[src/rtl/interpolate.sv]
// Upsampler: takes one sample through a 2-deep FIFO and emits INTERP_FACTOR
// output strobes per sample, spaced OUT_PERIOD cycles, zero-stuffed or held.
module interpolate #(
   parameter int INTERP_FACTOR = 4,
   parameter int WIDTH         = 16,
   parameter int OUT_PERIOD    = 4,
   parameter int HOLD_MODE     = 0
) (
   input  logic                    clk,
   input  logic                    rst,
   input  logic                    valid_in,
   output logic                    ready_in,
   input  logic signed [WIDTH-1:0] data_in,
   output logic                    valid_out,
   output logic signed [WIDTH-1:0] data_out,
   output logic                    busy
);

   localparam int TW = $clog2(OUT_PERIOD) + 1;
   localparam int PW = $clog2(INTERP_FACTOR) + 1;
   localparam logic [TW-1:0] TICK_LAST  = TW'(OUT_PERIOD - 1);
   localparam logic [TW-1:0] TICK_START = (OUT_PERIOD == 1) ? '0 : TW'(1);
   localparam logic [PW-1:0] PH_LAST    = PW'(INTERP_FACTOR - 1);
   localparam logic [PW-1:0] PH_AFTER0  = (INTERP_FACTOR == 1) ? '0 : PW'(1);

   typedef enum logic {IDLE, RUN} state_t;

   state_t                    state, state_nxt;
   logic [TW-1:0]             tick, tick_nxt;
   logic [PW-1:0]             phase, phase_nxt;
   logic signed [WIDTH-1:0]   cur_sample, cur_nxt, dout_nxt;
   logic                      vout_nxt;

   logic signed [WIDTH-1:0]   mem [2];
   logic                      wr_ptr, rd_ptr;
   logic [1:0]                count;
   logic                      push, pop;

   // ready depends only on registered count, forced low while in reset
   assign ready_in = rst & (count < 2'd2);
   assign push     = valid_in & ready_in;
   assign busy     = (state == RUN);

   always_comb begin
      state_nxt = state;
      tick_nxt  = tick;
      phase_nxt = phase;
      cur_nxt   = cur_sample;
      dout_nxt  = data_out;
      vout_nxt  = 1'b0;
      pop       = 1'b0;
      if (state == IDLE) begin
         if (count != 2'd0) begin
            state_nxt = RUN;
            tick_nxt  = TICK_START;
            pop       = 1'b1;
         end
      end else begin
         tick_nxt = (tick == TICK_LAST) ? '0 : tick + 1'b1;
         if (tick == '0) begin
            if (phase == '0) begin
               if (count != 2'd0) begin
                  pop = 1'b1;
               end else begin
                  // end of stream: fall back to IDLE with no output
                  state_nxt = IDLE;
                  tick_nxt  = '0;
               end
            end else begin
               dout_nxt  = (HOLD_MODE != 0) ? cur_sample : '0;
               vout_nxt  = 1'b1;
               phase_nxt = (phase == PH_LAST) ? '0 : phase + 1'b1;
            end
         end
      end
      if (pop) begin
         cur_nxt   = mem[rd_ptr];
         dout_nxt  = mem[rd_ptr];
         vout_nxt  = 1'b1;
         phase_nxt = PH_AFTER0;
      end
   end

   always_ff @(posedge clk or negedge rst) begin
      if (!rst) begin
         state      <= IDLE;
         tick       <= '0;
         phase      <= '0;
         cur_sample <= '0;
         data_out   <= '0;
         valid_out  <= 1'b0;
      end else begin
         state      <= state_nxt;
         tick       <= tick_nxt;
         phase      <= phase_nxt;
         cur_sample <= cur_nxt;
         data_out   <= dout_nxt;
         valid_out  <= vout_nxt;
      end
   end

   always_ff @(posedge clk or negedge rst) begin
      if (!rst) begin
         wr_ptr <= 1'b0;
         rd_ptr <= 1'b0;
         count  <= 2'd0;
      end else begin
         if (push) wr_ptr <= ~wr_ptr;
         if (pop)  rd_ptr <= ~rd_ptr;
         case ({push, pop})
            2'b10:   count <= count + 2'd1;
            2'b01:   count <= count - 2'd1;
            default: count <= count;
         endcase
      end
   end

   // storage needs no reset; count=0 already marks it empty
   always_ff @(posedge clk) begin
      if (push) mem[wr_ptr] <= data_in;
   end

endmodule

[config.mk]
export PLATFORM = sky130hd
export DESIGN_NAME = interpolate
export DESIGN_NICKNAME = d
export VERILOG_FILES = /design/src/rtl/interpolate.sv
export SDC_FILE = /design/constraint.sdc
export NUM_CORES = 1
export LEC_CHECK = 0
export CORE_MARGIN = 5
export CORE_UTILIZATION = 37
export DETAILED_ROUTE_END_ITERATION = 8
export GPL_ROUTABILITY_DRIVEN = 0
export MAX_ROUTING_LAYER = met4
export SYNTH_ARGS = -nofsm -noshare
export SYNTH_HDL_FRONTEND = slang
export SYNTH_SLANG_ARGS = --single-unit
[constraint.sdc]
create_clock -name clk -period 2 [get_ports clk]
set_input_delay 0.5 -clock clk [delete_from_list [all_inputs] [get_ports clk]]
set_output_delay 0.5 -clock clk [all_outputs]
set_load 0.1 [all_outputs]
# Word level (Yosys, flattened, before mapping)
# Memory sizes are Yosys's and may differ from the RTL's.
# Index checks and enable logic that the tools add are counted.
# word_totals
memories	1
register_bits	28
ram_bits	32
inputBits	19
# op_classes
bitwise_logic	4
mux	29
addsub	4
n_eq_ne	5
n_lt_le_gt_ge	1
reduce_logical	8
# mem_list
name	words	word_bits	read_ports	rd_clocked_by_memory_dff	wr	line	source
mem	2	16	1	0	1	34	logic signed [WIDTH-1:0] mem [2];
# ops
operator	n
$mux 16	4
$mux 3	11
$mux 1	13
$reduce_bool 2->1	5
$add 3x1->3 const B	2
$eq 3x2->1 const B	2
$logic_not 3->1	2
$pmux 2 s2	1
$reduce_and 3->1	1
$add 2x1->2 const B	1
$and 1x1->1	2
$eq 2x1->1 const B	1
$eq 2x2->1 const B	1
$lt 2x2->1 const B	1
$ne 2x2->1 const B	1
$not 1->1	2
$sub 2x1->2 const B	1

# Depth between registers and ports, before layout
# Gate-level depths: netlist of run 1.
# depth
word_depth	7
mapped_depth	10

# Worst setup path after synthesis of run 1
# OpenSTA, ideal clock, no wires.
# synth_path
path_type	input port to flip-flop
startpoint	input rst
endpoint	memory mem[0][0] (enable)
t_arrival_ns	2.980
path_buffers	0
setup_ns	0.389
slack_ns	-1.369
required_time_ns	1.611
path_stages	3
path_cell_list	nor2b_1 -> nand2_1 -> nor2_1
# synth_between
elab_chain_len	4
# synth_rtl
item	line	source
start, declared	10	input logic rst,
$and 1x1->1	40	assign ready_in = rst & (count < 2'd2);
$and 1x1->1	41	assign push = valid_in & ready_in;
$mux 1	120	if (push) mem[wr_ptr] <= data_in;
$mux 1 (implied by the code)	120	
end, declared	34	
# Every way passes these cells.

# Worst setup path in the final report of run 1
# layout_path
startpoint	input rst
endpoint	output ready_in
# layout_between
elab_chain_len	1
# layout_rtl
item	line	source
$and 1x1->1	40	
end, declared	12	output logic ready_in,
# Every way passes these cells.

==> flow_summary.json, run 1 <==
{
  "combPwrFrac_pct": 49.7,
  "grt_max_degree": 29,
  "diodes": 0,
  "max_slew_margin_pct": 74.8,
  "outcome": "finished, final reports clean",
  "whs_path_depth": 1,
  "drive_above_1_share_pct": 24.5,
  "row_count": 29,
  "grt_pass1_vias": 1569,
  "cts-root-buf": "clkbuf_8",
  "period_share_pct": 96.5,
  "syn_avg_cell_area_sq_um": 15.0,
  "insertion_delay_ps": 330,
  "fmaxAchievable_ghz": 0.518,
  "min_to": "tick[2]$_DFFE_PN0P_",
  "initial_utilization_pct": 38.5,
  "p_int_mw": 3.16,
  "cp-end-kind": "output pin",
  "fillers": 556,
  "clkTransAtPathRegs_ps": 60,
  "die_w_um": 92.0,
  "clkSinkCount": 60,
  "tns_ps": 0,
  "dp_cells": 281,
  "p_clk_share_pct": 17.0,
  "layout_min_cycle_time_ps": 1930,
  "layout_common_cells": "mux2i_1, edfxtp_1, dfrtp_1, buf_12, clkdlybuf4s50_1",
  "io_buffers": 37,
  "syn2layout_area_growth_pct": 34.5,
  "seq_area_frac_synth_pct": 66.8,
  "cts_hold_buffers": 0,
  "htree_levels": 3,
  "drtIter0Drc": 90,
  "final_area_sq_mm": 0.00335,
  "drc": 0,
  "firstDrtPassIters": 4,
  "grt_antenna_before_repair": 0,
  "switching_share_pct": 43.5,
  "pwr-share-seq_pct": 33.2,
  "grt_pass1_wl_mm": 7.62,
  "start_kind": "input port",
  "cap_violations": 0,
  "tightest_slew_ps": 379,
  "ios": 38,
  "path_class": "input port to output pin",
  "die_h_um": 92.0,
  "rr_worst_depth": 8,
  "crit_required_ps": 1500,
  "powerDensity_mw_per_mm2": 1670,
  "final-hold-violation-count": 0,
  "netlist_area_sq_mm": 0.00249,
  "overflow": 0,
  "finalHoldWorstSlack_ps": 530,
  "crit_fanout": 3,
  "ir_worst_vdd_mv": 0.784,
  "ys_types": 34,
  "cts_tree": "built",
  "cts_buffers": 9,
  "post_drt_wl_per_cell_um": 15.4,
  "dpl.hpwl_mm": 3.06,
  "nNetsFinal": 239,
  "finalSetupViolCount": 0,
  "r2r_end": "count[1]$_DFFE_PN0P_",
  "drv_slew": 0,
  "leakagePower_nw": 1.34,
  "ys_warn_count": 0,
  "num_vias": 1472,
  "totalPowerFinal_mw": 5.59,
  "grt_usage_pct": 12.0,
  "synth_fp_nets": 190,
  "ys_seq_elements": 60,
  "ant_nets": 0,
  "crit_arrival_ps": 1430,
  "stdcell_count": 297,
  "p_sw_mw": 2.43,
  "wl_mm": 4.58,
  "r2r_slack_ps": 90,
  "dieArea_sq_mm": 0.00846,
  "clock_skew_ps": 6.11,
  "via_per_inst": 4.96,
  "place_area_sq_mm": 0.00316,
  "hold_class": "flip-flop to flip-flop",
  "cts_max_path_buffers": 2,
  "syn-instance-count": 166,
  "hold_start": "tick[2]$_DFFE_PN0P_",
  "r2r_start": "tick[0]$_DFFE_PN0P_",
  "core-area_sq_mm": 0.00646
}
-- area by class of cell --
class                           instances  area, sq um  area share (%)
Sequential cell                        60         1660            49.7
Multi-Input combinational cell         91          746            22.3
Timing Repair Buffer                   47          636            19.0
Clock buffer                           10          138            4.11
Tap cell                               77         96.3            2.88
Clock inverter                          6         40.0            1.20
Inverter                                6         27.5           0.823
-- what timing repair did --
item,4_1_cts,5_1_grt
hold endpoints to repair,0,0
setup endpoints to repair,0,2
gates resized for setup,0,2
buffers inserted,0,0
-- worst max-delay path by stage --
stage,from,endpoint,cells after the start
final,rst,ready_in,4
after global routing,tick[0]$_DFFE_PN0P_,count[1]$_DFFE_PN0P_,8
after CTS,rst,ready_in,4
after detailed placement,rst,mem[0][9]$_DFFE_PP_,6
after global placement,rst,mem[0][9]$_DFFE_PP_,6
after floorplan,rst,count[1]$_DFFE_PN0P_,6
-- layer usage --
layer  GRT usage (%)  vias up  part of all wire [%]
met5               -        -                     0
met2            18.7       30                    48
met4            5.94        0                   2.0
met1            14.7      738                    46
met3            2.86        9                   3.3
li1                -      695                     -
-- cells in the mapped netlist (all sizes together) --
| library cell | number | area share (%) |
|---|---|---|
| nor2b | 3 | 0.75 |
| edfxtp | 32 | 39 |
| o21ai | 18 | 3.6 |
| o21a | 1 | 0.30 |
| nand2b | 2 | 0.50 |
| clkbuf | 2 | 0.60 |
| and3 | 1 | 0.25 |
| and2b | 1 | 0.35 |
| nand2 | 6 | 0.91 |
| o22ai | 1 | 0.25 |
| nor3 | 2 | 0.40 |
| a21oi | 1 | 0.35 |
| a32oi | 1 | 0.35 |
| a21o | 1 | 0.35 |
| dfrtp | 28 | 28 |
| a211o | 1 | 0.35 |
| mux2i | 32 | 13 |
| nand3 | 1 | 0.20 |
| buf | 6 | 2.1 |
| inv | 6 | 1.1 |
| dlygate4sd1 | 1 | 0.35 |
| nor4 | 1 | 0.25 |
| xnor2 | 4 | 1.4 |
| xor2 | 1 | 0.35 |
| nand4bb | 1 | 0.45 |
| nand3b | 1 | 0.80 |
| or4b | 1 | 0.55 |
| or2 | 1 | 0.25 |
| ha | 5 | 2.5 |
| nor2 | 4 | 0.60 |
-- flip-flops by register name (all words and copies together), names as in the netlist --
name / flops
busy: 1
rd_ptr: 1
wr_ptr: 1
tick: 3
phase: 3
mem: 32
count: 2
valid_out: 1
data_out: 16
-- critical path, cell delays in order --
cell             delay (ps)
clkdlybuf4s50_1         480
nor2b_4                 160
buf_4                   130
buf_12                  160
-- stage by stage --
stage	utilization, %	setup WS (ps)
final	51.8	70.1
after global routing	51.8	-19.1
after CTS	51.7	67.1
after detailed placement	48.9	65.8
after global placement	48.9	47.6
after floorplan	-	4.61
-- power groups by stage --
| stage | clock network, mW | logic (mW) | registers (mW) |
|---|---|---|---|
| 6_report | 0.953 | 2.78 | 1.86 |
| 5_1_grt | 1.03 | 2.95 | 1.90 |
| 4_1_cts | 0.980 | 2.79 | 1.86 |
| 3_5_place_dp | 0 | 2.78 | 1.89 |
| 3_3_place_gp | 0 | 2.77 | 1.88 |
| 2_1_floorplan | 0 | 1.16 | 2.62 |
-- cell families after synthesis --
logic type	Yosys count	synth area share [%]
flops	60	66.8
mux	32	12.9
simple gates	25	6.29
compound gates	24	5.58
buf+inv	15	4.17
xor+xnor	5	1.76
fa+ha+maj	5	2.52
(Power assumes the default switching activity.)
==> run 2: changes to the inputs <==
--- a/config.mk
+++ b/config.mk
@@ -10,6 +10,7 @@
 export DETAILED_ROUTE_END_ITERATION = 8
 export GPL_ROUTABILITY_DRIVEN = 0
 export MAX_ROUTING_LAYER = met4
+export REMOVE_ABC_BUFFERS = 1
 export SYNTH_ARGS = -nofsm -noshare
 export SYNTH_HDL_FRONTEND = slang
 export SYNTH_SLANG_ARGS = --single-unit
==> run 2 against run 1 <==
Net effect: setup slack worse by 1.4 ps; critical path depth unchanged; first-iteration DRC count is 53% lower; power rose by 3.3%; sequential power about the same; register-to-register slack improved by 160 ps; clock skew grew 2.2 ps; die area unchanged; sequential share of layout area is 0.24 points lower; via count shrank 2.0%; sequential cell count did not move; hold slack worse by 33 ps.
==> flow_summary.json, run 2 (same netlist as run 1, synthesis figures left out) <==
{
  "grt_pass1_vias": 1594,
  "clkTransAtPathRegs_ps": 70,
  "ir_worst_vdd_mv": 0.759,
  "path_class": "input port to output pin",
  "period_share_pct": 96.6,
  "grt_usage_pct": 12.4,
  "io_buffers": 37,
  "cts_tree": "built",
  "cap_violations": 0,
  "drive_above_1_share_pct": 24.2,
  "wl_mm": 4.56,
  "cts-root-buf": "clkbuf_8",
  "r2r_end": "count[1]$_DFFE_PN0P_",
  "htree_levels": 3,
  "layout_common_cells": "mux2i_1, edfxtp_1, dfrtp_1, clkdlybuf4s50_1, buf_12",
  "grt_setup_unrepaired": "no",
  "powerDensity_mw_per_mm2": 1720,
  "layout_min_cycle_time_ps": 1930,
  "crit_fanout": 3,
  "drtIter0Drc": 42,
  "dp_cells": 283,
  "initial_utilization_pct": 38.5,
  "rr_worst_depth": 8,
  "fmaxAchievable_ghz": 0.518,
  "clock_skew_ps": 8.29,
  "die_w_um": 92.0,
  "switching_share_pct": 41.6,
  "leakagePower_nw": 1.36,
  "layout.area.seq_sq_mm": 0.00166,
  "finalHoldWorstSlack_ps": 497,
  "reg.largest.list": "mem x32, data_out x16",
  "via_per_inst": 4.81,
  "r2r_slack_ps": 250,
  "fillers": 542,
  "p_int_mw": 3.37,
  "crit_end": "ready_in",
  "combPwrFrac_pct": 47.3,
  "finalSetupViolCount": 0,
  "r2r_start": "tick[0]$_DFFE_PN0P_",
  "tns_ps": 0,
  "overflow": 0,
  "cp-end-kind": "output pin",
  "drc": 0,
  "outcome": "finished, final reports clean",
  "multiInputGateArea_sq_um": 724,
  "clkSinkCount": 60,
  "die_h_um": 92.0,
  "top_register": "mem",
  "nNetsFinal": 242,
  "grt_max_degree": 29,
  "start_kind": "input port",
  "ant_nets": 0,
  "insertion_delay_ps": 330,
  "syn2layout_area_growth_pct": 35.1,
  "dpl.hpwl_mm": 3.14,
  "tightest_slew_ps": 516,
  "cts_max_path_buffers": 2,
  "core-area_sq_mm": 0.00646,
  "row_count": 29,
  "cts_hold_buffers": 0,
  "p_clk_share_pct": 20.4,
  "max_slew_margin_pct": 65.6,
  "hold_class": "flip-flop to flip-flop",
  "firstDrtPassIters": 4,
  "crit_required_ps": 1500,
  "dieArea_sq_mm": 0.00846,
  "drv_slew": 0,
  "grt_pass1_wl_mm": 7.82,
  "crit_arrival_ps": 1430,
  "post_drt_wl_per_cell_um": 15.2,
  "cts_buffers": 9,
  "num_vias": 1442,
  "p_sw_mw": 2.40,
  "largest_reg_flops": 32,
  "setup.worst_path.start": "rst",
  "stdcell_count": 300,
  "final-hold-violation-count": 0,
  "diodes": 0,
  "grt_antenna_before_repair": 0,
  "totalPowerFinal_mw": 5.78,
  "finish.utilization_pct": 52.0,
  "ios": 38,
  "pwr-share-seq_pct": 32.3
}
[run 2: what timing repair did]
action,in CTS,in global routing
endpoints found under the setup margin,0,2
resized for setup,0,1
buffers inserted,0,1
[run 2: cell type report]
| cell class | instances | share of cell area [%] |
|---|---|---|
| flip-flops and latches | 60 | 49.5 |
| multi-input cells | 91 | 21.6 |
| repair buffers | 50 | 18.8 |
| clock buffers | 10 | 3.80 |
| well taps | 77 | 2.87 |
| clock inverters | 6 | 2.64 |
| inverters | 6 | 0.819 |
[run 2: per-layer routing]
metal,global-route usage [%],routed length (um),part of all wire (%)
met1,14.6,1970,43
met2,19.8,2340,51
met3,3.52,162,3.6
met4,5.57,87,1.9
met5,-,0,0
[run 2: critical path, stage by stage]
cell,delay (ps)
clkdlybuf4s50_1,470
nor2b_2,160
buf_4,130
buf_12,160
[run 2: worst min-delay path by stage]
| stage | from | endpoint | slack, ps | cells after the start |
|---|---|---|---|---|
| floorplan | rst | busy$_DFF_PN0_ | 200 | 0 |
| finish | wr_ptr$_DFFE_PN0P_ | wr_ptr$_DFFE_PN0P_ | 500 | 1 |
| global placement | wr_ptr$_DFFE_PN0P_ | wr_ptr$_DFFE_PN0P_ | 480 | 1 |
| CTS | wr_ptr$_DFFE_PN0P_ | wr_ptr$_DFFE_PN0P_ | 500 | 1 |
| global route | wr_ptr$_DFFE_PN0P_ | wr_ptr$_DFFE_PN0P_ | 530 | 1 |
| detailed placement | wr_ptr$_DFFE_PN0P_ | wr_ptr$_DFFE_PN0P_ | 490 | 1 |
[run 2: power groups by stage]
| stage | registers (mW) | logic, mW | clock network [mW] |
|---|---|---|---|
| floorplan | 2.69 | 0.934 | 0 |
| global placement | 1.89 | 2.72 | 0 |
| detailed placement | 1.90 | 2.74 | 0 |
| CTS | 1.87 | 2.75 | 1.21 |
| global route | 1.91 | 2.91 | 1.27 |
| finish | 1.87 | 2.73 | 1.18 |
[run 2: stage by stage]
step | instance area (sq um) | setup slack (ps)
after floorplan | 2410 | -1370
after global routing | 3360 | 18.6
after CTS | 3350 | 22.5
final | 3360 | 68.7
after detailed placement | 3130 | -12.7
after global placement | 3130 | 5.30
==> run 3: changes to the inputs <==
--- a/config.mk
+++ b/config.mk
@@ -5,8 +5,10 @@
 export SDC_FILE = /design/constraint.sdc
 export NUM_CORES = 1
 export LEC_CHECK = 0
+export ABC_AREA = 1
 export CORE_MARGIN = 5
 export CORE_UTILIZATION = 37
+export CTS_BUF_LIST = sky130_fd_sc_hd__clkbuf_8
 export DETAILED_ROUTE_END_ITERATION = 8
 export GPL_ROUTABILITY_DRIVEN = 0
 export MAX_ROUTING_LAYER = met4
==> run 3 against run 2 <==
Net effect: highest routed layer unchanged; setup slack worse by 38 ps; via count rose by 16%; critical path depth increased by 1.
==> flow_summary.json, run 3 <==
{
  "cts_max_path_buffers": 2,
  "finish.utilization_pct": 51.9,
  "ys_warn_count": 0,
  "wl_mm": 4.52,
  "slowest_stage": "clkdlybuf4s50_1",
  "post_drt_wl_per_cell_um": 12.3,
  "dpl.hpwl_mm": 3.14,
  "seq_area_frac_synth_pct": 67.5,
  "crit_required_ps": 1500,
  "cts_hold_buffers": 0,
  "insertion_delay_ps": 330,
  "ir_worst_vdd_mv": 0.645,
  "io_buffers": 37,
  "hold_start": "mem[0][5]$_DFFE_PP_",
  "top_register": "mem",
  "yosysTopAreaCell": "edfxtp_1",
  "clkTransAtPathRegs_ps": 70,
  "grt_antenna_before_repair": 0,
  "post_cts_resize_count": 0,
  "final_area_sq_mm": 0.00334,
  "tightest_slew_ps": 630,
  "grt_max_degree": 29,
  "synthArstFlopShare_pct": 46.7,
  "synth_edf_count": 32,
  "diodes": 0,
  "clock_skew_ps": 9.00,
  "htree_levels": 3,
  "drtIter0Drc": 120,
  "reg.largest.list": "mem x32, data_out x16",
  "r2r_end": "count[1]$_DFFE_PN0P_",
  "ys_types": 19,
  "synthTopCellsByArea": "edfxtp_1, dfrtp_1, nand2_1",
  "synth.top_cell.area_share_pct": 39.0,
  "ios": 38,
  "r2r_slack_ps": 280,
  "final_common_cell": "nand2_1",
  "grt_usage_pct": 12.4,
  "crit_arrival_ps": 1470,
  "start_kind": "input port",
  "crit_fanout": 2,
  "grt_pass1_vias": 1645,
  "syn_avg_cell_area_sq_um": 10.5,
  "crit_buf_inv": 4,
  "place_area_sq_mm": 0.00315,
  "die_w_um": 91.6,
  "whs_path_depth": 4,
  "die_h_um": 91.6,
  "final-hold-violation-count": 0,
  "layout_min_cycle_time_ps": 1970,
  "num_vias": 1676,
  "setup_ws_ps": 30.4,
  "cp-end-kind": "output pin",
  "ys_seq_elements": 60,
  "powerDensity_mw_per_mm2": 1510,
  "firstDrtPassIters": 4,
  "min_to": "data_out[5]$_DFFE_PN0P_",
  "yosysMostFrequentCell": "nand2_1",
  "drc": 0,
  "drv_slew": 0,
  "cts-root-buf": "clkbuf_8",
  "syn2layout_area_growth_pct": 35.5,
  "place_worst_setup_slack_ps": -117,
  "nNetsFinal": 309,
  "grt_setup_unrepaired": "no",
  "layout_common_cells": "nand2_1, edfxtp_1, dfrtp_1, nand3_1, buf_12",
  "max_stage_delay_ps": 500,
  "cts_buffers": 9,
  "ys_top_cells_by_count": "nand2_1, edfxtp_1, dfrtp_1",
  "worst-path-stages": 5,
  "overflow": 0,
  "largest_reg_flops": 32,
  "path_class": "input port to output pin",
  "initial_utilization_pct": 38.3,
  "outcome": "finished, final reports clean",
  "core-area_sq_mm": 0.00642,
  "drive_above_1_share_pct": 18.3,
  "fillers": 553,
  "leakagePower_nw": 1.55,
  "clkSinkCount": 60,
  "period_share_pct": 98.5,
  "max_slew_margin_pct": 58.0,
  "r2r_start": "phase[0]$_DFFE_PN0P_",
  "dieArea_sq_mm": 0.00839,
  "path_cells": "clkdlybuf4s50_1 > inv_1 > nor2_1 > buf_4 > buf_12",
  "cts_tree": "built",
  "rr_worst_depth": 10,
  "cap_violations": 0,
  "ant_nets": 0,
  "post-cts-setup-buffers": 0,
  "netlist_area_sq_mm": 0.00246,
  "syn-instance-count": 234,
  "via_per_inst": 4.57,
  "finalSetupViolCount": 0,
  "crit_family": "buffers and inverters",
  "grt_pass1_wl_mm": 7.75,
  "row_count": 29,
  "synthFlopType": "edfxtp_1",
  "hold_class": "flip-flop to flip-flop",
  "fmaxAchievable_ghz": 0.508
}
[run 3: cell count changes after synthesis, sizes merged, moves of 3 or more]
cell,delta
nand2,+95
mux2i,-32
nand3,+19
o21ai,-17
inv,+11
nor2,+10
a21oi,+3
nor2b,-3
[run 3: power by group]
group	switching (mW)	internal [mW]
sequential	0.243	1.57
clock	0.436	0.538
combinational	1.43	0.802
total	2.11	2.91
[run 3: worst max-delay path by stage]
stage	from	to	slack, ps
floorplan	rst	mem[0][0]$_DFFE_PP_	-1330
global placement	rst	mem[1][4]$_DFFE_PP_	-90
detailed placement	rst	mem[0][8]$_DFFE_PP_	-120
CTS	rst	ready_in	30
global route	rst	ready_in	6
finish	rst	ready_in	30
[run 3: kinds of logic (layout without fill, tap and decap cells)]
family | count (synthesis) | count (layout) | synth area share (%)
AND/OR/NAND/NOR | 136 | 136 | 22.9
adder cells (fa/ha/maj) | 5 | 5 | 2.54
buffers and inverters | 25 | 81 | 4.57
AO/OA/AOI/OAI | 5 | 5 | 1.47
flip-flops | 60 | 60 | 67.5
XOR/XNOR | 3 | 3 | 1.07
[run 3: worst reg2reg max path, cell delays in order, from the launching register on]
cell and delay, ps:
dfrtp_1 400, inv_1 90, ha_1 190, inv_2 50, nor2_4 80, nand2_2 80, a21oi_4 140, ha_1 250
a21oi_1 110, o21ai_1 90, xnor2_1 120
[run 3: layout make-up]
type / instances / area, sq um / share of cell area [%]
sequential: 60 / 1660 / 49.8
multi-input combinational: 149 / 688 / 20.6
timing repair buffer: 48 / 643 / 19.3
clock buffer: 12 / 165 / 4.95
tap: 77 / 96.3 / 2.89
inverter: 17 / 63.8 / 1.91
clock inverter: 4 / 17.5 / 0.525
[run 3: through the flow]
| step | instances | setup TNS (ps) | total power [mW] | hold slack (ps) |
|---|---|---|---|---|
| detailed placement | 351 | -2700 | 4.09 | 510 |
| floorplan | 226 | -45990 | 3.25 | 204 |
| finish | 367 | 0 | 5.02 | 529 |
| global placement | 351 | -2260 | 4.06 | 500 |
| global route | 367 | 0 | 5.37 | 555 |
| CTS | 367 | 0 | 5.07 | 524 |
[run 3: metal layers]
layer / track usage (%) / up-vias / wire [um]
met3: 3.14 / 9 / 156
met1: 14.8 / 789 / 2080
met2: 19.4 / 28 / 2170
li1: - / 850 / -
met4: 6.78 / 0 / 108
met5: - / - / 0
